`src/rtl/channel_fifo_pkg.sv`:
```
// Shared channel package: width helpers for the
// Channel interface and the channel FIFO.
package channel_fifo_pkg;

  // Pointer width: enough bits to index Depth entries.
  function automatic int ptr_w(input int depth);
    return (depth > 1) ? $clog2(depth) : 1;
  endfunction

  // Count width: enough bits to hold 0..Depth.
  function automatic int cnt_w(input int depth);
    return $clog2(depth + 1);
  endfunction

endpackage

```
`src/rtl/channel_fifo_if.sv`:
```
// Channel: data d, valid v, acknowledge a.
// master drives d/v and sees a; slave the reverse.
interface Channel #(
  parameter int N = 1
);
  logic [N-1:0] d;
  logic         v;
  logic         a;

  modport master (
    output d,
    output v,
    input  a
  );

  modport slave (
    input  d,
    input  v,
    output a
  );
endinterface

```
`src/rtl/channel_fifo_ptr.sv`:
```
// Wrapping FIFO pointer: advances by one on en_i.
// Ports: clk, reset (sync, active-high), en_i, ptr_o.
module channel_fifo_ptr
  import channel_fifo_pkg::*;
#(
  parameter  int Depth = 4,
  localparam int PW    = ptr_w(Depth)
) (
  input  logic          clk,
  input  logic          reset,
  input  logic          en_i,
  output logic [PW-1:0] ptr_o
);

  logic [PW-1:0] ptr_q;
  logic [PW-1:0] ptr_d;

  always_comb begin
    ptr_d = ptr_q;
    if (en_i) begin
      if (ptr_q == PW'(Depth - 1)) begin
        ptr_d = '0;
      end else begin
        ptr_d = ptr_q + 1'b1;
      end
    end
  end

  always_ff @(posedge clk) begin
    if (reset) begin
      ptr_q <= '0;
    end else begin
      ptr_q <= ptr_d;
    end
  end

  assign ptr_o = ptr_q;

endmodule

```
`src/rtl/channel_fifo.sv`:
```
// Registered-output channel FIFO, no bypass.
// Ports: clk, reset, in (slave), out (master), count.
module channel_fifo
  import channel_fifo_pkg::*;
#(
  parameter  int N     = 1,
  parameter  int Depth = 4,
  localparam int PW    = ptr_w(Depth),
  localparam int CW    = cnt_w(Depth)
) (
  input  logic          clk,
  input  logic          reset,
  Channel.slave         in,
  Channel.master        out,
  output logic [CW-1:0] count
);

  logic [N-1:0]  mem_q [Depth];
  logic [CW-1:0] count_q;
  logic [CW-1:0] count_d;
  logic [PW-1:0] wr_ptr;
  logic [PW-1:0] rd_ptr;
  logic          push;
  logic          pop;

  // Handshake outputs come from count only, so
  // neither side sees a combinational path.
  assign in.a  = (count_q != CW'(Depth));
  assign out.v = (count_q != '0);
  assign out.d = mem_q[rd_ptr];

  assign push = in.v & in.a;
  assign pop  = out.v & out.a;

  channel_fifo_ptr #(
    .Depth (Depth)
  ) u_wr_ptr (
    .clk   (clk),
    .reset (reset),
    .en_i  (push),
    .ptr_o (wr_ptr)
  );

  channel_fifo_ptr #(
    .Depth (Depth)
  ) u_rd_ptr (
    .clk   (clk),
    .reset (reset),
    .en_i  (pop),
    .ptr_o (rd_ptr)
  );

  always_comb begin
    count_d = count_q;
    unique case ({push, pop})
      2'b10:   count_d = count_q + 1'b1;
      2'b01:   count_d = count_q - 1'b1;
      default: count_d = count_q;
    endcase
  end

  always_ff @(posedge clk) begin
    if (reset) begin
      count_q <= '0;
    end else begin
      count_q <= count_d;
    end
  end

  // Storage is not reset; a push in the
  // reset cycle is dropped.
  always_ff @(posedge clk) begin
    if (push && !reset) begin
      mem_q[wr_ptr] <= in.d;
    end
  end

  assign count = count_q;

endmodule

```
`src/flat_wrapper.sv`:
```
// flat-port wrapper written by rule: the top's interface ports become plain ports
module channel_fifo_flat import channel_fifo_pkg::*;
#(
  parameter  int N     = 1,
  parameter  int Depth = 4,
  localparam int PW    = ptr_w(Depth),
  localparam int CW    = cnt_w(Depth)
)
  (clk, reset, count, in_d, in_v, in_a, out_d, out_v, out_a);
  Channel #(.N(N)) in_i ();
  Channel #(.N(N)) out_i ();
  input  logic clk;
  input  logic reset;
  output logic [CW-1:0] count;
  input wire logic [$bits(in_i.d)-1:0] in_d;
  input wire logic [$bits(in_i.v)-1:0] in_v;
  output wire logic [$bits(in_i.a)-1:0] in_a;
  output wire logic [$bits(out_i.d)-1:0] out_d;
  output wire logic [$bits(out_i.v)-1:0] out_v;
  input wire logic [$bits(out_i.a)-1:0] out_a;
  assign in_i.d = in_d;
  assign in_i.v = in_v;
  assign in_a = in_i.a;
  assign out_d = out_i.d;
  assign out_v = out_i.v;
  assign out_i.a = out_a;
  channel_fifo #(.N(N), .Depth(Depth)) u_core (.clk(clk), .reset(reset), .in(in_i), .out(out_i), .count(count));
endmodule
```
`config.mk`:
```
export PLATFORM = sky130hd
export DESIGN_NAME = channel_fifo_flat
export DESIGN_NICKNAME = d
export VERILOG_FILES = /design/src/rtl/channel_fifo_pkg.sv /design/src/rtl/channel_fifo_if.sv /design/src/rtl/channel_fifo_ptr.sv /design/src/rtl/channel_fifo.sv /design/src/flat_wrapper.sv
export SDC_FILE = /design/constraint.sdc
export NUM_CORES = 1
export LEC_CHECK = 0
export BUFFER_PORTS_ARGS = -buffer_cell sky130_fd_sc_hd__buf_2
export CAP_MARGIN = 15
export CELL_PAD_IN_SITES_DETAIL_PLACEMENT = 0
export CELL_PAD_IN_SITES_GLOBAL_PLACEMENT = 2
export CORE_MARGIN = 2
export CORE_UTILIZATION = 34
export CTS_BUF_LIST = sky130_fd_sc_hd__clkbuf_8
export DETAILED_ROUTE_END_ITERATION = 10
export PLACE_DENSITY_LB_ADDON = 0.1
export SYNTH_ARGS = -nofsm -noshare
export SYNTH_HDL_FRONTEND = slang
export SYNTH_HIERARCHICAL = 1
export SYNTH_SLANG_ARGS = --single-unit
```
`constraint.sdc`:
```
create_clock -name clk -period 2.88 [get_ports clk]
set_clock_uncertainty 0.2 [all_clocks]
set_input_delay 0 -clock clk [delete_from_list [all_inputs] [get_ports clk]]
set_output_delay 0 -clock clk [all_outputs]
set_load 0.005 [all_outputs]
```
==> out/qor.yml <==
drc: 0
hpwlAfterDp_microns: 721
die-height_microns: 43.9
rsz0062_at_grt: "false"
crit_arrival_ps: 2340
worstPathCellList: "or3b_4, nand2_4, ha_1, inv_1, fa_1, xor2_1, or3_1, a21oi_1"
worstSetupPathType: "reg -> reg"
dp.cells: 74
yosys.area.top_type: "dfxtp_1"
synthFlopType: "dfxtp_1"
ir_drop_v: 0.000417
die_width_microns: 43.9
final_max_slew_viol_count: 0
rrSetupSlack_ps: 510
drive_above_1_share_pct: 24.6
fin_nets: 75
crit_path_end_kind: "flop"
wirelength_microns: 986
wl_per_cell_microns: 12.2
clock.fmax_mhz: 421
slowest_delay_ps: 420
path_delay_family: "simple AND/OR/NAND/NOR gates"
ant_nets: 0
syn2layout_area_growth_pct: 26.9
antenna_found_initial: 0
synthTopCellsByCount: "7 x dfxtp_1, 5 x nor2_1, 4 x a21oi_1, 4 x edfxtp_1, 4 x inv_1"
antenna_cells: 0
synth_edf_count: 4
htree_num_levels: 1
min_path_cells: 4
leakage_uw: 0.000288
initial_utilization_pct: 35.9
seq_power_share_pct: 38.3
cp.required_ps: 2840
worstSetupPathDepth: 8
pwr-share-comb_pct: 37.4
fin_crit_ps: 2370
syn_area_per_cell_sq_um: 11.3
ys_warn_count: 6
grt_max_degree: 12
grt_pass1_vias: 390
synthesis.nets: 57
fin_crit_sh_pct: 82.5
synth_seq_area_share_pct: 48.1
p_int_uw: 403
async_reset_ff_share_pct: 0
holdCritPathClass: "in -> reg"
fin_cells: 81
post-synth-top-count-cell: "dfxtp_1"
p_sw_uw: 197
num_vias: 405
ys_seq_elements: 11
cts_tree: "yes"
cpMaxStageDelayCell: "or3b_4"
numCtsBuffers: 3
path_clk_slew_ps: 50
io_pins: 11
synth_top_area_share_pct: 25.9
status: "completed"
cp_num_buf_inv: 1
tns_ps: 0
setup_viol: 0
reg2regPathDepth: 8
worstSkewPairLatency_ps: 230
start_kind: "flop"
syn_area_sq_um: 541
hold_viol_final: 0
cts.repair.resized: 0
grt_usage_pct: 12.0
row_count: 14
synthTopCellsByArea: "dfxtp_1 26%, edfxtp_1 22%, ha_1 6.9%"
viasPerCell: 5.00
gr-total-overflow: 0
clk_path_buf_depth: 2
firstDrtPassIters: 4
p_sw_share_pct: 32.8
portBuffers: 10
grt_pass1_wl_microns: 1630
gp_congestion: 0.714
dieArea_sq_um: 1920
root_buffer: "clkbuf_8"
powerDensity_nw_per_um2: 875
slew_headroom_pct: 77.2
clock-sinks: 11
power_frac_clock_pct: 24.3
path_max_fanout: 6
postCtsSetupRepairBufs: 0
maxCapViolCount: 0
synth.distinct_cells: 21
synth_cells: 48
drt_iter0_markers: 4
core_area_sq_um: 1510
tightest_slew_ps: 338
==> through the flow <==
step / setup slack (ps) / hold WS, ps / instance area (sq um) / utilization (%) / total power, uW
CTS: 506 / 45.8 / 686 / 45.5 / 608
floorplan: 598 / -131 / 541 / - / 380
global placement: 576 / 10.4 / 611 / 40.5 / 442
detailed placement: 529 / 24.8 / 611 / 40.5 / 454
finish: 505 / 33.2 / 686 / 45.5 / 600
global route: 373 / 78.7 / 686 / 45.5 / 652
==> routing by layer <==
metal / track usage [%] / wire, microns / vias to the layer above
met5: 0 / 0 / -
met4: 3.64 / 0 / 0
met3: 7.50 / 35 / 0
met2: 19.7 / 523 / 5
met1: 12.7 / 427 / 197
li1: - / - / 203
==> kinds of logic (layout without fill, tap and decap cells) <==
group	Yosys count	in the layout	share of synthesized area (%)
DFF	11	11	48.1
xor gates and xnor gates	2	2	3.24
adders and majority gates	4	4	10.6
muxes	3	3	7.87
AOI/OAI and AO/OA	5	5	4.63
and+or+nand+nor	19	19	22.7
buffers and inverters	4	21	2.78
==> power groups by stage <==
| stage | sequential (uW) | clock [uW] | combinational [uW] |
|---|---|---|---|
| 2_1_floorplan | 227 | 0 | 153 |
| 3_5_place_dp | 234 | 0 | 220 |
| 5_1_grt | 236 | 162 | 254 |
| 4_1_cts | 231 | 152 | 225 |
| 6_report | 230 | 146 | 224 |
| 3_3_place_gp | 229 | 0 | 213 |
==> final timing paths <==
check	start	to
min	out_a	u_core/u_rd_ptr/ptr_o[1]$_SDFFE_PP0P_
max	u_core/count[0]$_SDFFE_PP0P_	u_core/count[2]$_SDFFE_PP0P_
max reg2reg	u_core/count[0]$_SDFFE_PP0P_	u_core/count[2]$_SDFFE_PP0P_
min reg2reg	u_core/count[2]$_SDFFE_PP0P_	u_core/count[2]$_SDFFE_PP0P_
==> timing repair <==
action / 4_1_cts / 5_1_grt
hold endpoints to repair: 15 / 0
hold buffers: 3 / 0
setup endpoints to repair: 0 / 0
==> state kept, by name, indices dropped and copies added (netlist names) <==
register               count
u_core/mem_q               4
u_core/u_wr_ptr/ptr_o      2
u_core/u_rd_ptr/ptr_o      2
u_core/count               3
==> cell usage in the layout, fill, tap and decap left out, types with 3 or more instances in the layout <==
| master | n |
|---|---|
| dlygate4sd3_1 | 3 |
| buf_2 | 10 |
| nor2_1 | 5 |
| inv_1 | 5 |
| edfxtp_1 | 4 |
| ha_1 | 3 |
| dfxtp_1 | 7 |
| a21oi_1 | 4 |
| clkbuf_8 | 3 |
==> tightest hold or removal path, stage by stage <==
cell	delay, ps
buf_2	70
and2_1	190
mux2i_1	100
nor2_1	70
==> layout make-up <==
type	count	area [sq um]
clock inverter	1	3.75
inverter	4	15.0
clock buffer	3	41.3
sequential	11	260
fill	149	821
multi-input combinational	33	265
timing repair buffer	13	80.1
tap	16	20.0
Note: power is estimated with default switching activity, not from simulation.
